[src/rtl/dds_sweep_ctrl.sv]
// dds_sweep_ctrl: steps the DDS control word from start to stop, holding each word for a dwell period.
// Define DDS_SWEEP_BIDIR_EN to add the descending half of a bidirectional sweep.
module dds_sweep_ctrl #(
    parameter int KW = 8,
    parameter int DW = 16
) (
    input  logic          clk,
    input  logic          rst_n,
    input  logic          start,
    input  logic          abort,
    input  logic [KW-1:0] cfg_start,
    input  logic [KW-1:0] cfg_stop,
    input  logic [KW-1:0] cfg_step,
    input  logic [DW-1:0] cfg_dwell,
    input  logic          cfg_cont,
    input  logic          cfg_bidir,
    output logic [KW-1:0] ctrl,
    output logic          ctrl_vld,
    output logic          busy,
    output logic          done,
    output logic          cfg_err
);
    typedef enum logic [1:0] {IDLE, RUN, FIN} state_t;
    state_t state;
    logic pend;
    logic [KW-1:0] start_q, stop_q, step_q, nxt;
    logic [DW-1:0] dwell_q, cnt, hold;
    logic cont_q, go;
    logic [KW:0] up_nxt;
`ifdef DDS_SWEEP_BIDIR_EN
    logic bidir_q, down, turn, dn_ok, nxt_down;
    logic [KW:0] dn_nxt;
`else
    logic unused_bidir;
    assign unused_bidir = cfg_bidir;
`endif
    // a dwell of 0 behaves as 1, so the reload value saturates at 0
    assign hold = (dwell_q == '0) ? '0 : dwell_q - 1'b1;
    always_comb begin
        up_nxt = {1'b0, ctrl} + {1'b0, step_q};
`ifdef DDS_SWEEP_BIDIR_EN
        dn_nxt   = {1'b0, ctrl} - {1'b0, step_q};
        dn_ok    = bidir_q && !dn_nxt[KW] && dn_nxt[KW-1:0] >= start_q;
        turn     = down || up_nxt > {1'b0, stop_q};
        go       = turn ? dn_ok : 1'b1;
        nxt      = turn ? dn_nxt[KW-1:0] : up_nxt[KW-1:0];
        nxt_down = turn && dn_ok;
`else
        go  = up_nxt <= {1'b0, stop_q};
        nxt = up_nxt[KW-1:0];
`endif
    end
    always_ff @(posedge clk or negedge rst_n) begin
        if (!rst_n) begin
            state    <= IDLE;
            pend     <= 1'b0;
            ctrl     <= '0;
            ctrl_vld <= 1'b0;
            busy     <= 1'b0;
            done     <= 1'b0;
            cfg_err  <= 1'b0;
            start_q  <= '0;
            stop_q   <= '0;
            step_q   <= '0;
            dwell_q  <= '0;
            cont_q   <= 1'b0;
            cnt      <= '0;
`ifdef DDS_SWEEP_BIDIR_EN
            bidir_q  <= 1'b0;
            down     <= 1'b0;
`endif
        end else begin
            ctrl_vld <= 1'b0;
            done     <= 1'b0;
            cfg_err  <= 1'b0;
            case (state)
                IDLE: begin
                    // pend marks the cycle between latching the config and emitting the first word
                    if (abort) pend <= 1'b0;
                    else if (pend) begin
                        pend     <= 1'b0;
                        ctrl     <= start_q;
                        ctrl_vld <= 1'b1;
                        busy     <= 1'b1;
                        cnt      <= hold;
                        state    <= RUN;
`ifdef DDS_SWEEP_BIDIR_EN
                        down     <= 1'b0;
`endif
                    end else if (start) begin
                        if (cfg_step == '0 || cfg_start > cfg_stop) cfg_err <= 1'b1;
                        else begin
                            pend    <= 1'b1;
                            start_q <= cfg_start;
                            stop_q  <= cfg_stop;
                            step_q  <= cfg_step;
                            dwell_q <= cfg_dwell;
                            cont_q  <= cfg_cont;
`ifdef DDS_SWEEP_BIDIR_EN
                            bidir_q <= cfg_bidir;
`endif
                        end
                    end
                end
                RUN: begin
                    if (abort) begin
                        state <= IDLE;
                        busy  <= 1'b0;
                    end else if (cnt != '0) cnt <= cnt - 1'b1;
                    else if (go) begin
                        ctrl     <= nxt;
                        ctrl_vld <= 1'b1;
                        cnt      <= hold;
`ifdef DDS_SWEEP_BIDIR_EN
                        down     <= nxt_down;
`endif
                    end else if (cont_q) begin
                        ctrl     <= start_q;
                        ctrl_vld <= 1'b1;
                        cnt      <= hold;
`ifdef DDS_SWEEP_BIDIR_EN
                        down     <= 1'b0;
`endif
                    end else begin
                        state <= FIN;
                        done  <= 1'b1;
                        busy  <= 1'b0;
                    end
                end
                FIN: state <= IDLE;
                default: state <= IDLE;
            endcase
        end
    end
endmodule

[config.mk]
export PLATFORM = sky130hd
export DESIGN_NAME = dds_sweep_ctrl
export DESIGN_NICKNAME = d
export VERILOG_FILES = /design/src/rtl/dds_sweep_ctrl.sv
export SDC_FILE = /design/constraint.sdc
export NUM_CORES = 1
export LEC_CHECK = 0
export ABC_AREA = 1
export CAP_MARGIN = 40
export CELL_PAD_IN_SITES_DETAIL_PLACEMENT = 0
export CELL_PAD_IN_SITES_GLOBAL_PLACEMENT = 2
export CORE_UTILIZATION = 32
export DETAILED_ROUTE_END_ITERATION = 16
export PLACE_DENSITY_LB_ADDON = 0.1
export SLEW_MARGIN = 20
export SYNTH_ARGS = -nofsm -noshare
export SYNTH_HDL_FRONTEND = slang
export SYNTH_SLANG_ARGS = --single-unit
[constraint.sdc]
create_clock -name clk -period 3.9 [get_ports clk]
set_clock_uncertainty 0.1 [all_clocks]
set_input_delay 0.585 -clock clk [delete_from_list [all_inputs] [get_ports clk]]
set_output_delay 0.585 -clock clk [all_outputs]
set_load 0.005 [all_outputs]
==> impl_metrics.env, run 1 <==
export IMPL_status="finished, final reports clean"
export IMPL_fin_crit_ns=3.40
export IMPL_final_cell_mix="nand2_1, inv_1, dfrtp_1, clkdlybuf4s50_1, o21ai_0"
export IMPL_synth_avg_cell_area_um2=7.31
export IMPL_crit_type="flop to flop"
export IMPL_power_per_cell_area_nw_per_um2=718
export IMPL_ir_drop_mv=0.256
export IMPL_pin_count=58
export IMPL_cp_start_kind="flop"
export IMPL_slew_viol_final=0
export IMPL_seqCellArea_um2=1800
export IMPL_syn_nets=719
export IMPL_ys_ff_latch=72
export IMPL_final_cell_count_no_fill=890
export IMPL_setup_tns_ns=0
export IMPL_max_slew_margin_pct=65.2
export IMPL_syn_to_final_growth_pct=22.4
export IMPL_cts_root_buf="clkbuf_16"
export IMPL_htreeDepth=3
export IMPL_cts_path_max_buffers=2
export IMPL_slowest_delay_ns=0.41
export IMPL_die_width_um=123
export IMPL_postRouteAntennaNets=0
export IMPL_overflow=0
export IMPL_place_inst=874
export IMPL_cts_sinks=72
export IMPL_synth_edf_count=0
export IMPL_worst_pin_slew_ns=0.522
export IMPL_n_fill_cell=1546
export IMPL_final_common_cell="nand2_1"
export IMPL_die_area_um2=15200
export IMPL_vias_per_cell=4.63
export IMPL_ys_flop_type="dfrtp_1"
export IMPL_yosys_area_top_type_share_pct=38.2
export IMPL_insertedDiodeCount=0
export IMPL_netlist_instances=646
export IMPL_drtIter0Drc=204
export IMPL_netlist_cell_type_count=41
export IMPL_fp_row_count=44
export IMPL_post_drt_wl_per_cell_um=13.7
export IMPL_synthArstFlopShare_pct=100
export IMPL_cts_hold_buf=0
export IMPL_max_freq_ghz=0.294
export IMPL_cts_tree="yes"
export IMPL_io_buffers=56
export IMPL_drcViolationCount=0
export IMPL_clkTransAtPathRegs_ns=0.06
export IMPL_hold_slack_ns=0.112
export IMPL_multi_input_area_um2=2420
export IMPL_cp_cell_sequence="ha_1 -> inv_1 -> fa_1 -> o21ai_2 -> nand2_1 -> nand2_2 -> nand2_1 -> nand2_1 -> ha_1 -> a21o_1 -> a21oi_1 -> nand2_1 -> nand2_1 -> nand3_4 -> nand3_4 -> nand2_4 -> nand2_1 -> nand2_1"
export IMPL_grt_pass1_wl_um=19900
export IMPL_cp_top_family="simple AND/OR/NAND/NOR gates"
export IMPL_die_h_um=123
export IMPL_cts_resized=0
export IMPL_setup_worst_path_end_class="flop"
export IMPL_hpwl_um=9330
export IMPL_period_share_pct=87.3
export IMPL_setup_violations=0
export IMPL_grt_max_degree=43
export IMPL_layout_drive_gt1_share_pct=5.67
export IMPL_crit_arrival_ns=3.52
export IMPL_max_cap_violations=0
export IMPL_start_util_pct=32.6
export IMPL_hold_violations=0
export IMPL_routed_wl_um=12200
export IMPL_grt_usage_pct=17.3
export IMPL_clock_latency_ns=0.34
export IMPL_path_buf_inv=1
export IMPL_dr_pass1_iters=4
export IMPL_ys_seq_area_share_pct=38.2
export IMPL_synth_area_top_cells="dfrtp_1, nand2_1, inv_1"
export IMPL_num_vias=4118
export IMPL_postCtsSetupRepairBufs=0
export IMPL_core_um2=14500
export IMPL_yosysWarnings=0
export IMPL_crit_path_max_fanout=17
export IMPL_cp_common_cell="nand2_1"
export IMPL_slowest_stage="fa_1"
export IMPL_gp_congestion=0.832
export IMPL_grt_pass1_vias=3826
export IMPL_finalNetCount=774
export IMPL_netlist_area_um2=4720
export IMPL_leakage_nw=3.03
export IMPL_yosysTopAreaCell="dfrtp_1"
export IMPL_hold_class="primary input to asynchronous set/reset pin"
export IMPL_numCtsBuffers=9
export IMPL_antenna_found_initial=0
export IMPL_required_ns=4.02
export IMPL_rsz0062_at_grt="false"
==> layout make-up <==
cell class / instances / share of cell area [%]
multi-input combinational: 449 / 42.0
clock inverter: 3 / 1.13
clock buffer: 13 / 4.33
sequential: 72 / 31.2
timing repair buffer: 59 / 10.3
tap: 184 / 3.98
inverter: 110 / 7.15
==> logic make-up (layout without fill, tap and decap cells) <==
logic type / Yosys count / after routing / synth area share [%]
buf+inv: 125 / 185 / 10.6
xor+xnor: 23 / 23 / 4.27
compound gates: 82 / 82 / 9.20
flops: 72 / 72 / 38.2
fa+ha+maj: 27 / 27 / 7.32
simple gates: 317 / 317 / 30.5
==> worst reg2reg max path, stage by stage, from the launching register on <==
cell and delay, ns:
dfrtp_1 0.40, ha_1 0.24, inv_1 0.07, fa_1 0.41, o21ai_2 0.19, nand2_1 0.10, nand2_2 0.10, nand2_1 0.05
nand2_1 0.10, ha_1 0.29, a21o_1 0.18, a21oi_1 0.12, nand2_1 0.09, nand2_1 0.14, nand3_4 0.12, nand3_4 0.22
nand2_4 0.20, nand2_1 0.11, nand2_1 0.05
==> Yosys cell counts, drive strengths merged, types with 3 or more instances <==
cell,instances
buf,10
o21ai,58
nand3b,3
nand4,16
nand2,199
o22ai,3
xor2,16
nor3,4
xnor2,7
dfrtp,72
clkbuf,5
inv,110
nor2,38
ha,26
nor4,4
a21oi,16
nand3,48
==> per-layer routing <==
layer	share of wire, %	global-route usage (%)	vias to the layer above
met4	1.2	5.65	0
met2	38	22.9	96
met1	56	27.9	1846
li1	-	-	2163
met5	0	0	-
met3	4.4	2.49	13
==> through the flow <==
step	cell area, µm²	util (%)	setup WS (ns)	power, mW
3_3_place_gp	5440	37.6	0.580	3.23
3_5_place_dp	5460	37.7	0.504	3.25
6_report	5780	39.9	0.497	4.15
5_1_grt	5780	39.9	0.223	4.52
4_1_cts	5780	39.9	0.480	4.18
2_1_floorplan	4720	-	0.974	2.66
==> registers in the layout, indices dropped and copies added (netlist names), 2 cells and up <==
name,flops
cnt,16
ctrl,8
dwell_q,16
start_q,8
state,2
step_q,8
stop_q,8
==> report_power, final <==
part | internal (mW) | leakage (nW) | switching, mW
clock network | 0.578 | 0.154 | 0.325
logic | 0.791 | 1.96 | 1.16
registers | 1.01 | 0.917 | 0.278
total | 2.38 | 3.03 | 1.77
==> path summary, 6_finish.rpt <==
| path | from | endpoint | slack [ns] | cells past startpoint |
|---|---|---|---|---|
| min reg2reg | dwell_q[1] | dwell_q[1] | 0.38 | 2 |
| min in group clk | dwell_q[1] | dwell_q[1] | 0.38 | 2 |
| max in group asynchronous | rst_n | dwell_q[5] | 2.99 | 2 |
| min | rst_n | ctrl[1] | 0.11 | 1 |
| max | ctrl[0] | cnt[0] | 0.50 | 18 |
| max reg2reg | ctrl[0] | cnt[0] | 0.50 | 18 |
Note: power is estimated with default switching activity, not from simulation.
==> run 2: changes to the inputs <==
--- a/config.mk
+++ b/config.mk
@@ -9,9 +9,10 @@
 export CAP_MARGIN = 40
 export CELL_PAD_IN_SITES_DETAIL_PLACEMENT = 0
 export CELL_PAD_IN_SITES_GLOBAL_PLACEMENT = 2
+export CORE_MARGIN = 2
 export CORE_UTILIZATION = 32
 export DETAILED_ROUTE_END_ITERATION = 16
-export PLACE_DENSITY_LB_ADDON = 0.1
+export PLACE_DENSITY = 0.83
 export SLEW_MARGIN = 20
 export SYNTH_ARGS = -nofsm -noshare
 export SYNTH_HDL_FRONTEND = slang
==> run 2 against run 1 <==
Compared with the run above:
- register-to-register slack is essentially flat
- clock power shrank 17%
- flip-flop and latch count is the same
- maximum frequency shrank 0.16%
- critical endpoint unchanged
- sequential power is essentially flat
- critical path depth is the same
- global-route usage shrank 2.0 points
- die area grew 3.3%
- sequential share of layout area grew 0.30 points
- first-iteration DRC count shrank 8.8%
- largest cell class unchanged
- power shrank 4.0%
- non-clock buffer count grew 1
- critical path type unchanged
==> impl_metrics.env, run 2 (synthesized netlist as in run 1, its figures left out) <==
export IMPL_max_freq_ghz=0.293
export IMPL_drcViolationCount=0
export IMPL_met2_usage_pct=22.1
export IMPL_fin_util_pct=39.5
export IMPL_status="finished, final reports clean"
export IMPL_fin_crit_ns=3.41
export IMPL_clock_latency_ns=0.33
export IMPL_switching_power_mw=1.73
export IMPL_crit_path_max_fanout=17
export IMPL_placed_cell_area_um2=5460
export IMPL_overflow=0
export IMPL_postRouteAntennaNets=0
export IMPL_gp_congestion=0.849
export IMPL_p_int_mw=2.25
export IMPL_setup_violations=0
export IMPL_leakage_nw=3.00
export IMPL_cts_tree="yes"
export IMPL_p_clk_share_pct=19.0
export IMPL_power_per_cell_area_nw_per_um2=696
export IMPL_core_um2=14500
export IMPL_cts_resized=0
export IMPL_dr_pass1_iters=4
export IMPL_insertedDiodeCount=0
export IMPL_total_power_mw=3.98
export IMPL_grt_pass1_vias=3997
export IMPL_pin_count=58
export IMPL_final_common_cell="nand2_1"
export IMPL_rsz0062_at_grt="false"
export IMPL_io_buffers=56
export IMPL_grt_usage_pct=15.4
export IMPL_max_cap_violations=0
export IMPL_final_cell_mix="nand2_1, inv_1, dfrtp_1, clkdlybuf4s50_1, o21ai_0"
export IMPL_cts_sinks=72
export IMPL_die_h_um=125
export IMPL_postCtsSetupRepairBufs=0
export IMPL_die_area_um2=15700
export IMPL_max_slew_margin_pct=47.1
export IMPL_grt_use_met1_pct=23.5
export IMPL_vias_per_cell=4.67
export IMPL_start_util_pct=32.6
export IMPL_grt_pass1_wl_um=19900
export IMPL_cp_cell_sequence="ha_1 -> inv_1 -> fa_1 -> o21ai_2 -> xor2_1 -> ha_1 -> nand2_1 -> nor2_1 -> nand2_1 -> nand3_1 -> nand2_1 -> nand2_1 -> nand2_1 -> nand3_4 -> nand3_4 -> nand2_4 -> nand2_1 -> nand2_1"
export IMPL_cp_common_cell="nand2_1"
export IMPL_htreeDepth=3
export IMPL_crit_type="flop to flop"
export IMPL_cts_root_buf="clkbuf_16"
export IMPL_setup_tns_ns=0
export IMPL_drtIter0Drc=186
export IMPL_num_vias=4158
export IMPL_hold_class="primary input to asynchronous set/reset pin"
export IMPL_n_fill_cell=1523
export IMPL_clkTransAtPathRegs_ns=0.06
export IMPL_grt_max_degree=68
export IMPL_slowest_delay_ns=0.42
export IMPL_post_drt_wl_per_cell_um=12.8
export IMPL_hpwl_um=8780
export IMPL_stdcell_area_um2=5720
export IMPL_syn_to_final_growth_pct=21.2
export IMPL_antenna_found_initial=0
export IMPL_routed_wl_um=11400
export IMPL_grt_busiest_layer="met1"
export IMPL_worst_pin_slew_ns=0.786
export IMPL_required_ns=4.02
export IMPL_hold_violations=0
export IMPL_power_frac_comb_pct=49.0
export IMPL_cts_hold_buf=0
export IMPL_cts_path_max_buffers=2
export IMPL_fp_row_count=44
export IMPL_finalNetCount=775
export IMPL_ir_drop_mv=0.251
export IMPL_die_width_um=125
export IMPL_largest_registers="cnt: 16 flops, dwell_q: 16 flops"
export IMPL_seqCellArea_um2=1800
export IMPL_layout_drive_gt1_share_pct=5.80
export IMPL_multi_input_area_um2=2420
export IMPL_setup_worst_path_end_class="flop"
export IMPL_switching_share_pct=43.5
export IMPL_cp_start_kind="flop"
export IMPL_crit_arrival_ns=3.53
export IMPL_pwr_share_seq_pct=32.0
export IMPL_met3_usage_pct=2.31
export IMPL_numCtsBuffers=9
export IMPL_slew_viol_final=0
export IMPL_slowest_stage="fa_1"
export IMPL_period_share_pct=87.4
run 2: power by group through the flow:
stage	Combinational (mW)	Clock, mW	Sequential [mW]
after global routing	2.24	0.814	1.32
final	1.95	0.754	1.27
after floorplan	1.45	0	1.21
after global placement	1.91	0	1.28
after detailed placement	1.95	0	1.28
after CTS	1.97	0.780	1.28
run 2: path summary, 6_finish.rpt:
path	start	end	slack [ns]	depth (start not counted)
max in group asynchronous	rst_n	ctrl[7]	2.78	2
hold / removal	rst_n	stop_q[4]	0.12	1
setup reg to reg	ctrl[0]	cnt[0]	0.49	18
min in group clk	dwell_q[1]	dwell_q[1]	0.39	2
setup / recovery	ctrl[0]	cnt[0]	0.49	18
hold reg to reg	dwell_q[1]	dwell_q[1]	0.39	2
run 2: through the flow:
step	hold WS (ns)	setup slack (ns)	std cells
finish	0.119	0.492	891
global route	0.163	0.260	891
detailed placement	0.375	0.521	875
global placement	0.369	0.562	875
floorplan	0.189	0.974	646
CTS	0.132	0.491	891
run 2: worst max-delay path: cells and delay by family, from the launching register on:
family / cells / cell delay, ns
XOR/XNOR: 1 / 0.33
flip-flops: 1 / 0.40
AO/OA/AOI/OAI: 1 / 0.19
buffers and inverters: 1 / 0.07
AND/OR/NAND/NOR: 12 / 1.25
adder cells (fa/ha/maj): 3 / 0.95
run 2: final cells by class:
| type | count | area share [%] |
|---|---|---|
| tap | 184 | 4.02 |
| clock buffer | 13 | 4.37 |
| sequential | 72 | 31.5 |
| multi-input combinational | 449 | 42.4 |
| clock inverter | 3 | 0.306 |
| timing repair buffer | 60 | 10.2 |
| inverter | 110 | 7.21 |
run 2: layer usage:
| layer | up-vias | share of wire, % |
|---|---|---|
| li1 | 2166 | - |
| met1 | 1903 | 54 |
| met2 | 75 | 41 |
| met3 | 14 | 3.7 |
| met4 | 0 | 1.4 |
| met5 | - | 0 |
